[src/rtl/aclint_timer_swi.sv]
// Memory-mapped machine timer and software-interrupt unit for NUM_HARTS harts.
// Owns mtime (with prescaler), per-hart mtimecmp/msip/ssip and registered mtip.
module aclint_timer_swi #(
  parameter int DATA_SIZE  = 32,
  parameter int NUM_HARTS  = 1,
  parameter int ADDR_WIDTH = 16,
  parameter int CLOCK_DIV  = 1
) (
  input  logic                      clock,
  input  logic                      reset,
  input  logic                      rd_en,
  input  logic                      wr_en,
  input  logic [ADDR_WIDTH-1:0]     addr,
  input  logic [DATA_SIZE-1:0]      wr_data,
  input  logic [DATA_SIZE/8-1:0]    byte_write_enable,
  output logic [DATA_SIZE-1:0]      rd_data,
  output logic                      ack,
  output logic [63:0]               mem_mtime,
  output logic [64*NUM_HARTS-1:0]   mem_mtimecmp,
  output logic [NUM_HARTS-1:0]      mem_msip,
  output logic [NUM_HARTS-1:0]      mem_ssip,
  output logic [NUM_HARTS-1:0]      mtip
);

  localparam int LANES = DATA_SIZE / 32;
  localparam int BYTES = DATA_SIZE / 8;
  localparam int PW    = (CLOCK_DIV > 1) ? $clog2(CLOCK_DIV) : 1;

  localparam logic [31:0] MSIP_BASE     = 32'h0000;
  localparam logic [31:0] MTIMECMP_BASE = 32'h4000;
  localparam logic [31:0] MTIME_LO      = 32'hBFF8;
  localparam logic [31:0] MTIME_HI      = 32'hBFFC;
  localparam logic [31:0] SSIP_BASE     = 32'hC000;

  typedef enum logic {IDLE, ACK} state_t;
  state_t state, state_next;

  logic                           accept;
  logic                           req_wr_q;
  logic [ADDR_WIDTH-1:0]          addr_aligned, addr_q;
  logic [DATA_SIZE-1:0]           wr_data_q, rd_next;
  logic [BYTES-1:0]               be_q;

  logic [63:0]                    mtime, mtime_wr;
  logic                           mtime_hit;
  logic [PW-1:0]                  prescaler;
  logic [NUM_HARTS-1:0][63:0]     mtimecmp, mtimecmp_n;
  logic [NUM_HARTS-1:0]           msip, msip_n, ssip, ssip_n;
  logic [31:0]                    rd_off, wr_off;

  assign addr_aligned = addr & ~ADDR_WIDTH'(BYTES - 1);
  assign accept       = (state == IDLE) && (rd_en || wr_en);

  // NOTE: sequential state uses non-blocking assignments so every register samples pre-edge values.
  always_ff @(posedge clock or posedge reset) begin
    if (reset) state <= IDLE;
    else       state <= state_next;
  end

  always_comb begin
    state_next = state;
    case (state)
      IDLE:    if (rd_en || wr_en) state_next = ACK;
      ACK:     state_next = IDLE;
      default: state_next = IDLE;
    endcase
  end

  always_comb begin
    ack = (state == ACK);
  end

  // Read mux: each 32-bit lane decodes its own word offset.
  always_comb begin
    // NOTE: every combinational output gets a default first so no latch is inferred.
    rd_next = '0;
    rd_off  = '0;
    for (int k = 0; k < LANES; k++) begin
      rd_off = 32'(addr_aligned) + 32'(4 * k);
      for (int h = 0; h < NUM_HARTS; h++) begin
        if (rd_off == MSIP_BASE + 32'(4 * h))              rd_next[32*k]     = msip[h];
        if (rd_off == SSIP_BASE + 32'(4 * h))              rd_next[32*k]     = ssip[h];
        if (rd_off == MTIMECMP_BASE + 32'(8 * h))          rd_next[32*k+:32] = mtimecmp[h][31:0];
        if (rd_off == MTIMECMP_BASE + 32'(8 * h) + 32'd4)  rd_next[32*k+:32] = mtimecmp[h][63:32];
      end
      if (rd_off == MTIME_LO) rd_next[32*k+:32] = mtime[31:0];
      if (rd_off == MTIME_HI) rd_next[32*k+:32] = mtime[63:32];
    end
  end

  // Write merge for the accepted request, applied at the end of the ACK cycle.
  always_comb begin
    msip_n     = msip;
    ssip_n     = ssip;
    mtimecmp_n = mtimecmp;
    mtime_wr   = mtime;
    mtime_hit  = 1'b0;
    wr_off     = '0;
    if (state == ACK && req_wr_q) begin
      for (int k = 0; k < LANES; k++) begin
        wr_off = 32'(addr_q) + 32'(4 * k);
        for (int h = 0; h < NUM_HARTS; h++) begin
          if (wr_off == MSIP_BASE + 32'(4 * h) && be_q[4*k]) msip_n[h] = wr_data_q[32*k];
          if (wr_off == SSIP_BASE + 32'(4 * h) && be_q[4*k]) ssip_n[h] = wr_data_q[32*k];
          for (int b = 0; b < 4; b++) begin
            if (be_q[4*k+b]) begin
              if (wr_off == MTIMECMP_BASE + 32'(8 * h))
                mtimecmp_n[h][8*b+:8] = wr_data_q[32*k+8*b+:8];
              if (wr_off == MTIMECMP_BASE + 32'(8 * h) + 32'd4)
                mtimecmp_n[h][32+8*b+:8] = wr_data_q[32*k+8*b+:8];
            end
          end
        end
        for (int b = 0; b < 4; b++) begin
          if (be_q[4*k+b] && wr_off == MTIME_LO) begin
            mtime_wr[8*b+:8] = wr_data_q[32*k+8*b+:8];
            mtime_hit        = 1'b1;
          end
          if (be_q[4*k+b] && wr_off == MTIME_HI) begin
            mtime_wr[32+8*b+:8] = wr_data_q[32*k+8*b+:8];
            mtime_hit           = 1'b1;
          end
        end
      end
    end
  end

  always_ff @(posedge clock or posedge reset) begin
    if (reset) begin
      req_wr_q  <= 1'b0;
      addr_q    <= '0;
      wr_data_q <= '0;
      be_q      <= '0;
      rd_data   <= '0;
    end else if (accept) begin
      req_wr_q  <= wr_en;
      addr_q    <= addr_aligned;
      wr_data_q <= wr_data;
      be_q      <= byte_write_enable;
      if (rd_en && !wr_en) rd_data <= rd_next;
    end
  end

  // A bus write to mtime wins over the tick and restarts the prescaler.
  always_ff @(posedge clock or posedge reset) begin
    if (reset) begin
      mtime     <= '0;
      prescaler <= '0;
      mtimecmp  <= '1;
      msip      <= '0;
      ssip      <= '0;
      mtip      <= '0;
    end else begin
      msip     <= msip_n;
      ssip     <= ssip_n;
      mtimecmp <= mtimecmp_n;
      if (mtime_hit) begin
        mtime     <= mtime_wr;
        prescaler <= '0;
      end else if (prescaler == PW'(CLOCK_DIV - 1)) begin
        mtime     <= mtime + 64'd1;
        prescaler <= '0;
      end else begin
        prescaler <= prescaler + PW'(1);
      end
      for (int h = 0; h < NUM_HARTS; h++) mtip[h] <= (mtime >= mtimecmp[h]);
    end
  end

  assign mem_mtime    = mtime;
  assign mem_mtimecmp = mtimecmp;
  assign mem_msip     = msip;
  assign mem_ssip     = ssip;

endmodule

[config.mk]
export PLATFORM = sky130hd
export DESIGN_NAME = aclint_timer_swi
export DESIGN_NICKNAME = d
export VERILOG_FILES = /design/src/rtl/aclint_timer_swi.sv
export SDC_FILE = /design/constraint.sdc
export NUM_CORES = 1
export LEC_CHECK = 0
export ABC_AREA = 1
export CAP_MARGIN = 20
export CORE_MARGIN = 2
export CORE_UTILIZATION = 25
export DETAILED_ROUTE_END_ITERATION = 10
export PLACE_DENSITY = 0.53
export SYNTH_ARGS = -nofsm -noshare
export SYNTH_HDL_FRONTEND = slang
export SYNTH_SLANG_ARGS = --single-unit
[constraint.sdc]
create_clock -name clock -period 6.7 [get_ports clock]
set_input_delay 1.34 -clock clock [delete_from_list [all_inputs] [get_ports clock]]
set_output_delay 1.34 -clock clock [all_outputs]
set_load 0.005 [all_outputs]
* Word level (Yosys, flattened, before mapping)
Cells that the tools add are included.
** Word-level totals
- Output and inout bits :: 164
- Word-level logic and storage cells :: 116
- Input port bits :: 56
- Flip-flop bits (word level) :: 216
** Operators by class
- Mux-type cells :: 30
- Eq/ne operators :: 20
- Bitwise gates (word level) :: 1
- Reduce and logical (&&, ||, !) cells :: 36
- $lt $le $gt $ge :: 1
- $add $sub $neg :: 2
** Operators with widths (number)
- $mux W64 :: 3
- $mux W32 :: 4
- $eq A14 B14 Y1 const B :: 6
- $add A64 B1 Y64 const B :: 1
- $ge A64 B64 Y1 :: 1
- $logic_not A32 Y1 :: 2
- $mux W8 :: 8
- $eq A14 B13 Y1 const B :: 4
- $reduce_and A3 Y1 :: 16
- $ne A2 B1 Y1 const B :: 9
- $mux W1 :: 14
- $logic_and A1 B1 Y1 :: 13
- $reduce_and A2 Y1 :: 3
- $ne A2 B2 Y1 const B :: 1
- $pmux W1 S2 :: 1
- $add A1 B1 Y1 const B :: 1
- $logic_not A1 Y1 :: 1
- $logic_or A1 B1 Y1 :: 1
- $not A1 Y1 :: 1

* Depth between registers and ports, before layout
Gate-level depths: netlist of the first run.
- Depth after elaboration :: 13
- Depth in mapped cells :: 13
- Depth with buffers taken out :: 13

* Worst setup path after synthesis of the first run
No wires, ideal clock.
- Kind :: input port to flip-flop
- Start :: input addr[7]
- End :: register rd_data[0]
- Path buffers :: 2
- Library setup time :: 0.117 ns
- Arrival :: 2.731 ns
- Stages :: 8
- Required time :: 6.583 ns
- Path slack :: 3.852 ns
- Path through :: inv_1 nor4_2 and3_1 buf_2 buf_2 a21oi_1 nand2_1 nand2_1
** On the way
- Longest elaborated chain between the ends :: 7
** RTL lines
- start, declared :: RTL line 13 : input logic [ADDR_WIDTH-1:0] addr,
- $logic_not A32 Y1 :: RTL line 81 : if (rd_off == MSIP_BASE + 32'(4 * h)) rd_next[32*k] = msip[h];
- $mux W1 :: RTL line 81
- $mux W1 :: RTL line 82 : if (rd_off == SSIP_BASE + 32'(4 * h)) rd_next[32*k] = ssip[h];
- $mux W32 :: RTL line 83 : if (rd_off == MTIMECMP_BASE + 32'(8 * h)) rd_next[32*k+:32] = mtimecmp[h][31:0];
- $mux W32 :: RTL line 84 : if (rd_off == MTIMECMP_BASE + 32'(8 * h) + 32'd4) rd_next[32*k+:32] = mtimecmp[h][63:32];
- $mux W32 :: RTL line 86 : if (rd_off == MTIME_LO) rd_next[32*k+:32] = mtime[31:0];
- $mux W32 (*) :: RTL line 87 : if (rd_off == MTIME_HI) rd_next[32*k+:32] = mtime[63:32];
- end signal, assigned :: RTL line 140 : if (rd_en && !wr_en) rd_data <= rd_next;
- end, declared :: RTL line 16 : output logic [DATA_SIZE-1:0] rd_data,
Mark *: on every way between the ends. The rest lies on a longest branch, timed or not.
A chain may end at the register's enable or synchronous reset.

* Final worst setup path of the first run
- Start :: input addr[9]
- End :: register rd_data[0]
The elaborated chain is that of the path after synthesis.

==> results of run 1 <==
-- power groups by stage --
| stage | combinational [mW] | sequential (mW) | clock [mW] |
|---|---|---|---|
| floorplan | 0.197 | 1.44 | 0 |
| global placement | 0.341 | 1.47 | 0 |
| detailed placement | 0.347 | 1.47 | 0 |
| CTS | 0.349 | 1.44 | 1.48 |
| global route | 0.388 | 1.45 | 1.54 |
| finish | 0.342 | 1.45 | 1.45 |
-- cell usage after synthesis, drive strengths merged, types with 4 or more instances --
cell	count	share of area (%)
nand3b	4	0.22
clkbuf	45	1.2
xor2	31	2.0
nor3	47	1.9
nand3	220	8.0
o21ai	145	5.3
ha	65	5.9
nand2	580	16
a21oi	67	2.4
dfrtp	151	27
buf	15	0.54
nor2	204	5.8
o211ai	15	0.82
inv	258	7.0
nand4	67	3.0
dfstp	64	12
-- final timing paths --
| check | cells after the start | start | end | slack [ns] |
|---|---|---|---|---|
| min reg2reg | 2 | rd_data[12] | rd_data[12] | 0.48 |
| min | 2 | rd_data[12] | rd_data[12] | 0.48 |
| min in group asynchronous | 2 | reset | rd_data[12] | 1.09 |
| max in group asynchronous | 3 | reset | wr_data_q[18] | 4.45 |
| max reg2reg | 11 | addr_q[10] | mem_mtime[55] | 3.63 |
| max | 14 | addr[9] | rd_data[0] | 2.94 |
-- state kept, by name, indices dropped and copies added (netlist names) --
register and flops:
mtip 1, wr_data_q 32, req_wr_q 1, ack 1, be_q 4, mem_msip 1, addr_q 14, mem_mtimecmp 64
mem_mtime 64, mem_ssip 1, rd_data 32
-- cells by family after synthesis --
group | after synthesis | share of synthesized area [%]
xor gates and xnor gates | 31 | 1.97
AOI/OAI and AO/OA | 231 | 8.72
buffers and inverters | 319 | 8.80
and+or+nand+nor | 1129 | 35.1
adders and majority gates | 65 | 5.89
DFF | 215 | 39.5
-- critical path: stages --
cell and delay, ns:
clkdlybuf4s50_1 0.40, inv_1 0.13, nand4_1 0.11, nor2_1 0.20
nand3_1 0.10, buf_4 0.32, nor2_2 0.15, buf_4 0.40
inv_1 0.43, o21ai_0 0.18, nand3_1 0.11, nand2_1 0.21
nand2_1 0.09, nand2_1 0.06
-- per-stage QoR --
step                area [µm²]  hold WS, ns  worst slack, ns
finish                   17700        0.480             2.94
global placement         16800        0.470             2.48
detailed placement       16800        0.464             2.44
global route             17700        0.498             2.79
floorplan                13800        0.466             2.61
CTS                      17600        0.486             3.03
-- layout make-up --
class / count / area [µm²] / share of cell area [%]
Timing Repair Buffer: 233 / 2310 / 13.1
Tap cell: 704 / 881 / 4.99
Clock buffer: 35 / 714 / 4.04
Clock inverter: 13 / 154 / 0.871
Sequential cell: 215 / 5460 / 30.9
Multi-Input combinational cell: 1456 / 7170 / 40.6
Inverter: 259 / 976 / 5.52
-- per-layer routing --
layer / GRT usage, % / part of all wire (%)
met2: 35.6 / 48
met1: 26.7 / 43
met3: 3.49 / 6.4
met5: 0 / 0
met4: 5.93 / 2.6
==> flow_summary.json, run 1 <==
{
  "status": "completed",
  "place_inst": 2865,
  "fin_tns_setup_ns": 0,
  "diodes": 0,
  "clockPowerShare_pct": 44.8,
  "synth_edf_count": 0,
  "drv_slew": 0,
  "final_nets": 2312,
  "finalHoldViolCount": 0,
  "grt_first_pass_wirelength_um": 89100,
  "fmax_ghz": 0.266,
  "fp.dieH_um": 239,
  "synth_seq_area_share_pct": 39.5,
  "hold_buffers": 0,
  "vias_per_cell": 4.93,
  "wl_per_cell_um": 20.6,
  "wirelength_um": 60000,
  "synth-seq-cells": 215,
  "critPathKind": "in2reg",
  "fin_util_pct": 32.2,
  "pin_count": 220,
  "crit_required_ns": 7.20,
  "ant_nets": 0,
  "area_growth_pct": 27.9,
  "cp.arrival_ns": 4.26,
  "path_max_fanout": 32,
  "slew_headroom_pct": 28.2,
  "syn_area_per_cell_um2": 6.94,
  "fin_cells": 2915,
  "antenna_found_initial": 0,
  "first_pass_iters": 8,
  "combPwrFrac_pct": 10.6,
  "grt_pass1_vias": 13900,
  "p_sw_mw": 0.886,
  "dp.final_hpwl_um": 46500,
  "period_minus_slack_ns": 3.76,
  "initial_core_util_pct": 25.2,
  "clockBufferDepth": 3,
  "ctsRootBufferMaster": "clkbuf_16",
  "p_seq_share_pct": 44.7,
  "synth_flop_cell": "dfrtp_1",
  "clk_pin_slew_ns": 0.06,
  "cts_sinks": 215,
  "route.detailed.drc": 0,
  "fp.dieArea_um2": 57100,
  "p_leak_nw": 7.60,
  "cts_buffers": 26,
  "tightest_slew_ns": 1.07,
  "core_um2": 54900,
  "async_flop_share_pct": 100,
  "cts_tree": "built",
  "final_cell_mix": "578 x nand2_1, 256 x inv_1, 220 x nand3_1",
  "synthCells": 1990,
  "grt_max_degree": 143,
  "drv_cap": 0,
  "rsz0062_at_grt": "false",
  "internal_power_mw": 2.35,
  "skew_ns": 0.0284,
  "overflow": 0,
  "setup_viol": 0,
  "synth.cell_area_um2": 13800,
  "syn_nets": 2111,
  "p_total_mw": 3.24,
  "io_buffer_count": 217,
  "n_fill_cell": 5927,
  "die_w_um": 239,
  "peakVddDrop_uv": 150,
  "cts_setup_buffers": 0,
  "place_congestion": 0.945,
  "startpoint_type": "primary input",
  "layout-drive-gt1-share_pct": 6.56,
  "num_vias": 14400,
  "clk_latency_ns": 0.57,
  "hp-class": "reg2reg",
  "grtUsageTotal_pct": 20.7,
  "final_common_cell": "nand2_1",
  "ctsResizeCount": 0,
  "drt-initial-drc-count": 1072,
  "yosys_warnings": 0,
  "end_kind": "flip-flop",
  "h-tree-depth": 1,
  "switching_share_pct": 27.4,
  "power_density_nw_per_um2": 183,
  "rows": 86,
  "yosysUniqueCellTypes": 34,
  "final.period_utilization_pct": 56.0
}
Note: power is estimated with default switching activity, not from simulation.
==> run 2: changes to the inputs <==
clock period = 3 ns   (was 6.7 ns; I/O delays follow)
==> flow_summary.json, run 2 (synthesis results as in run 1) <==
{
  "grt_max_degree": 84,
  "final.period_utilization_pct": 89.6,
  "crit_chain": "inv_1 > nor3_1 > nand2_1 > nor2_1 > nand3_1 > xor2_1 > nand2_1 > nand3_1",
  "startpoint_type": "flip-flop",
  "cts_sinks": 215,
  "finalHoldViolCount": 0,
  "setup_viol": 0,
  "n_fill_cell": 5895,
  "drv_slew": 0,
  "p_leak_nw": 7.96,
  "final_common_cell": "nand2_1",
  "tightest_slew_ns": 0.767,
  "route.detailed.drc": 0,
  "crit_path_end": "mem_mtime[45]",
  "grt_first_pass_wirelength_um": 91200,
  "ctsResizeCount": 0,
  "hold_ws_ns": 0.360,
  "p_total_mw": 7.07,
  "pin_count": 220,
  "dp.final_hpwl_um": 48900,
  "crit_required_ns": 3.44,
  "layout-drive-gt1-share_pct": 9.17,
  "power_density_nw_per_um2": 388,
  "fp.dieH_um": 239,
  "clockBufferDepth": 3,
  "grt_pass1_vias": 14300,
  "cp_num_cells": 8,
  "clk_pin_slew_ns": 0.06,
  "path_max_fanout": 6,
  "cpPeakStageDelay_ns": 0.66,
  "cp.arrival_ns": 3.13,
  "vias_per_cell": 4.85,
  "drt-initial-drc-count": 1065,
  "area_growth_pct": 32.1,
  "io_buffer_count": 217,
  "drv_cap": 0,
  "place_inst": 2937,
  "place_congestion": 0.919,
  "cts_tree": "built",
  "status": "completed",
  "overflow": 0,
  "final_nets": 2381,
  "num_vias": 14500,
  "h-tree-depth": 1,
  "rows": 86,
  "hold_buffers": 0,
  "clk_latency_ns": 0.56,
  "cts_buffers": 25,
  "r2r_slack_ns": 0.31,
  "slew_headroom_pct": 48.5,
  "wl_per_cell_um": 20.6,
  "r2r_cells": 8,
  "initial_core_util_pct": 25.2,
  "peakVddDrop_uv": 377,
  "worstReg2RegStart": "mem_mtime[14]",
  "fin_tns_setup_ns": 0,
  "ctsRootBufferMaster": "clkbuf_16",
  "startpoint": "mem_mtime[14]",
  "fp.dieArea_um2": 57100,
  "fmax_ghz": 0.372,
  "antenna_found_initial": 0,
  "path_delay_family": "simple AND/OR/NAND/NOR gates",
  "critPathKind": "reg2reg",
  "rsz0062_at_grt": "false",
  "core_um2": 54900,
  "ant_nets": 0,
  "diodes": 0,
  "die_w_um": 239,
  "end_kind": "flip-flop",
  "grtUsageTotal_pct": 21.2,
  "period_minus_slack_ns": 2.69,
  "final_cell_mix": "578 x nand2_1, 256 x inv_1, 220 x nand3_1",
  "cts_setup_buffers": 0,
  "fin_cells": 2983,
  "wirelength_um": 61400,
  "critPathBufInv": 1,
  "fin_util_pct": 33.2,
  "timing.rr.end": "mem_mtime[45]",
  "skew_ns": 0.0271,
  "hp-class": "in2async",
  "slowest_stage": "nor3_1",
  "first_pass_iters": 8
}
## run 2: cell type report
| cell class | instances | area, µm² | area share (%) |
|---|---|---|---|
| Multi-Input combinational cell | 1456 | 7160 | 39.2 |
| Sequential cell | 215 | 5460 | 29.9 |
| Timing Repair Buffer | 303 | 2970 | 16.3 |
| Inverter | 259 | 976 | 5.35 |
| Tap cell | 704 | 881 | 4.83 |
| Clock buffer | 41 | 746 | 4.09 |
| Clock inverter | 5 | 53.8 | 0.295 |
## run 2: layer usage
layer | track usage [%] | part of all wire, %
met1 | 27.4 | 44
met2 | 36.0 | 48
met3 | 3.56 | 5.7
met4 | 6.46 | 2.9
met5 | 0 | 0
## run 2: worst min path at each step
stage / slack, ns / cells after the start / end
floorplan: 0.47 / 1 / req_wr_q
global placement: 0.47 / 2 / rd_data[30]
detailed placement: 0.46 / 2 / rd_data[17]
CTS: 0.34 / 2 / wr_data_q[7]
global route: 0.38 / 2 / wr_data_q[7]
finish: 0.36 / 2 / wr_data_q[7]
## run 2: through the flow
step | setup slack (ns) | instance area, µm²
final | 0.311 | 18200
after global routing | 0.279 | 18200
after CTS | 0.448 | 18200
after detailed placement | 0.343 | 17400
after global placement | 0.344 | 17400
after floorplan | -0.346 | 13800
## run 2: where the power goes
group	total, mW	internal [mW]	leakage [nW]	switching (mW)
Sequential	3.21	3.06	2.66	0.146
Clock	3.04	1.77	0.393	1.27
Combinational	0.825	0.300	4.91	0.525
Total	7.07	5.13	7.96	1.94
==> run 3: changes to the inputs <==
CORE_MARGIN = unset   (was 2)
==> flow_summary.json, run 3 (synthesis results as in run 1) <==
{
  "drv_slew": 0,
  "die_w_um": 237,
  "critPathKind": "reg2reg",
  "antenna_found_initial": 1,
  "fin_cells": 2971,
  "cts_setup_buffers": 0,
  "grtUsageTotal_pct": 21.6,
  "n_fill_cell": 5835,
  "ant_nets": 0,
  "cts_sinks": 215,
  "diodes": 0,
  "hold_buffers": 0,
  "pin_count": 220,
  "fp.dieH_um": 237,
  "clockBufferDepth": 3,
  "cp.arrival_ns": 3.02,
  "period_minus_slack_ns": 2.58,
  "initial_core_util_pct": 25.5,
  "p_total_mw": 7.38,
  "setup_viol": 0,
  "finalWorstSetupSlack_ns": 0.416,
  "r2r_cells": 8,
  "hold_ws_ns": 0.417,
  "route.detailed.drc": 0,
  "clk_pin_slew_ns": 0.06,
  "core_um2": 54200,
  "drt-initial-drc-count": 1110,
  "rows": 85,
  "post-place-ws_ns": 0.382,
  "worstReg2RegStart": "mem_mtime[12]",
  "vias_per_cell": 4.88,
  "startpoint_type": "flip-flop",
  "p_leak_nw": 7.96,
  "skew_ns": 0.0308,
  "status": "completed",
  "grt_pass1_vias": 14500,
  "rsz0062_at_grt": "false",
  "power_density_nw_per_um2": 405,
  "drv_cap": 0,
  "num_vias": 14500,
  "first_pass_iters": 5,
  "timing.rr.end": "mem_mtime[52]",
  "final_nets": 2377,
  "wirelength_um": 60700,
  "place_congestion": 0.951,
  "fmax_ghz": 0.387,
  "slew_headroom_pct": 60.8,
  "clk_latency_ns": 0.58,
  "path_max_fanout": 7,
  "hp-class": "in2async",
  "wl_per_cell_um": 20.4,
  "place_inst": 2924,
  "grt_first_pass_wirelength_um": 91600,
  "io_buffer_count": 217,
  "overflow": 0,
  "cts_buffers": 26,
  "r2r_slack_ns": 0.42,
  "ctsRootBufferMaster": "clkbuf_16",
  "finalHoldViolCount": 0,
  "peakVddDrop_uv": 371,
  "final_cell_mix": "578 x nand2_1, 256 x inv_1, 220 x nand3_1",
  "tightest_slew_ns": 0.587,
  "fp.dieArea_um2": 56200,
  "ctsResizeCount": 0,
  "grt_max_degree": 78,
  "end_kind": "flip-flop",
  "final.period_utilization_pct": 86.1,
  "crit_required_ns": 3.44,
  "area_growth_pct": 32.0,
  "cts_tree": "built",
  "fin_util_pct": 33.6,
  "h-tree-depth": 1,
  "layout-drive-gt1-share_pct": 9.27,
  "dp.final_hpwl_um": 48200,
  "final_common_cell": "nand2_1"
}
==> run 3: cell types whose count changed in the layout (fill, tap and decap cells not counted) <==
cell	previous run	this run
buf_4	74	73
clkinvlp_4	1	3
inv_6	1	0
clkbuf_1	10	4
buf_12	12	8
clkinv_2	3	7
clkinv_4	0	1
clkbuf_16	25	26
bufinv_16	1	4
clkinv_8	0	1
clkbuf_8	6	2
==> run 3: critical path, cell delays in order (launching register included) <==
cell     delay, ns
dfrtp_1       0.54
nand2_1       0.15
nor2_1        0.39
nand2_1       0.27
nor3_1        0.42
nand3_1       0.30
xor2_1        0.22
nand2_1       0.08
nand3_1       0.07
==> run 3: worst max path at each step <==
stage	from	to	slack, ns	cells after the start
floorplan	reset	ack	-0.35	1
global placement	addr[15]	rd_data[17]	0.40	8
detailed placement	addr[8]	rd_data[0]	0.38	12
CTS	mem_mtime[20]	mem_mtime[43]	0.48	9
global route	mem_mtime[11]	mem_mtime[60]	0.35	10
finish	mem_mtime[12]	mem_mtime[52]	0.42	8
==> run 3: power by group <==
group	switching [mW]	total, mW	internal (mW)
clock network	1.36	3.35	1.99
logic	0.526	0.822	0.296
registers	0.145	3.20	3.06
total	2.04	7.38	5.34
==> run 3: through the flow <==
step,cell area (µm²),TNS [ns]
floorplan,13800,-52.23
global placement,17300,0
detailed placement,17300,0
CTS,18200,0
global route,18200,0
finish,18200,0
==> run 3: layout make-up <==
class                           instances  area [µm²]  share of cell area, %
Multi-Input combinational cell       1456        7160                   39.3
Sequential cell                       215        5460                   29.9
Timing Repair Buffer                  298        2880                   15.8
Inverter                              259         976                   5.35
Tap cell                              696         871                   4.78
Clock buffer                           32         693                   3.80
Clock inverter                         15         195                   1.07
==> run 3: routing by layer <==
layer  GRT usage [%]  part of all wire, %  vias to the layer above
met5               0                    0                        -
met4            6.69                  3.0                        0
met3            3.70                  6.0                       87
met2            36.3                   47                      433
met1            28.0                   44                     6972
li1                -                    -                     6996
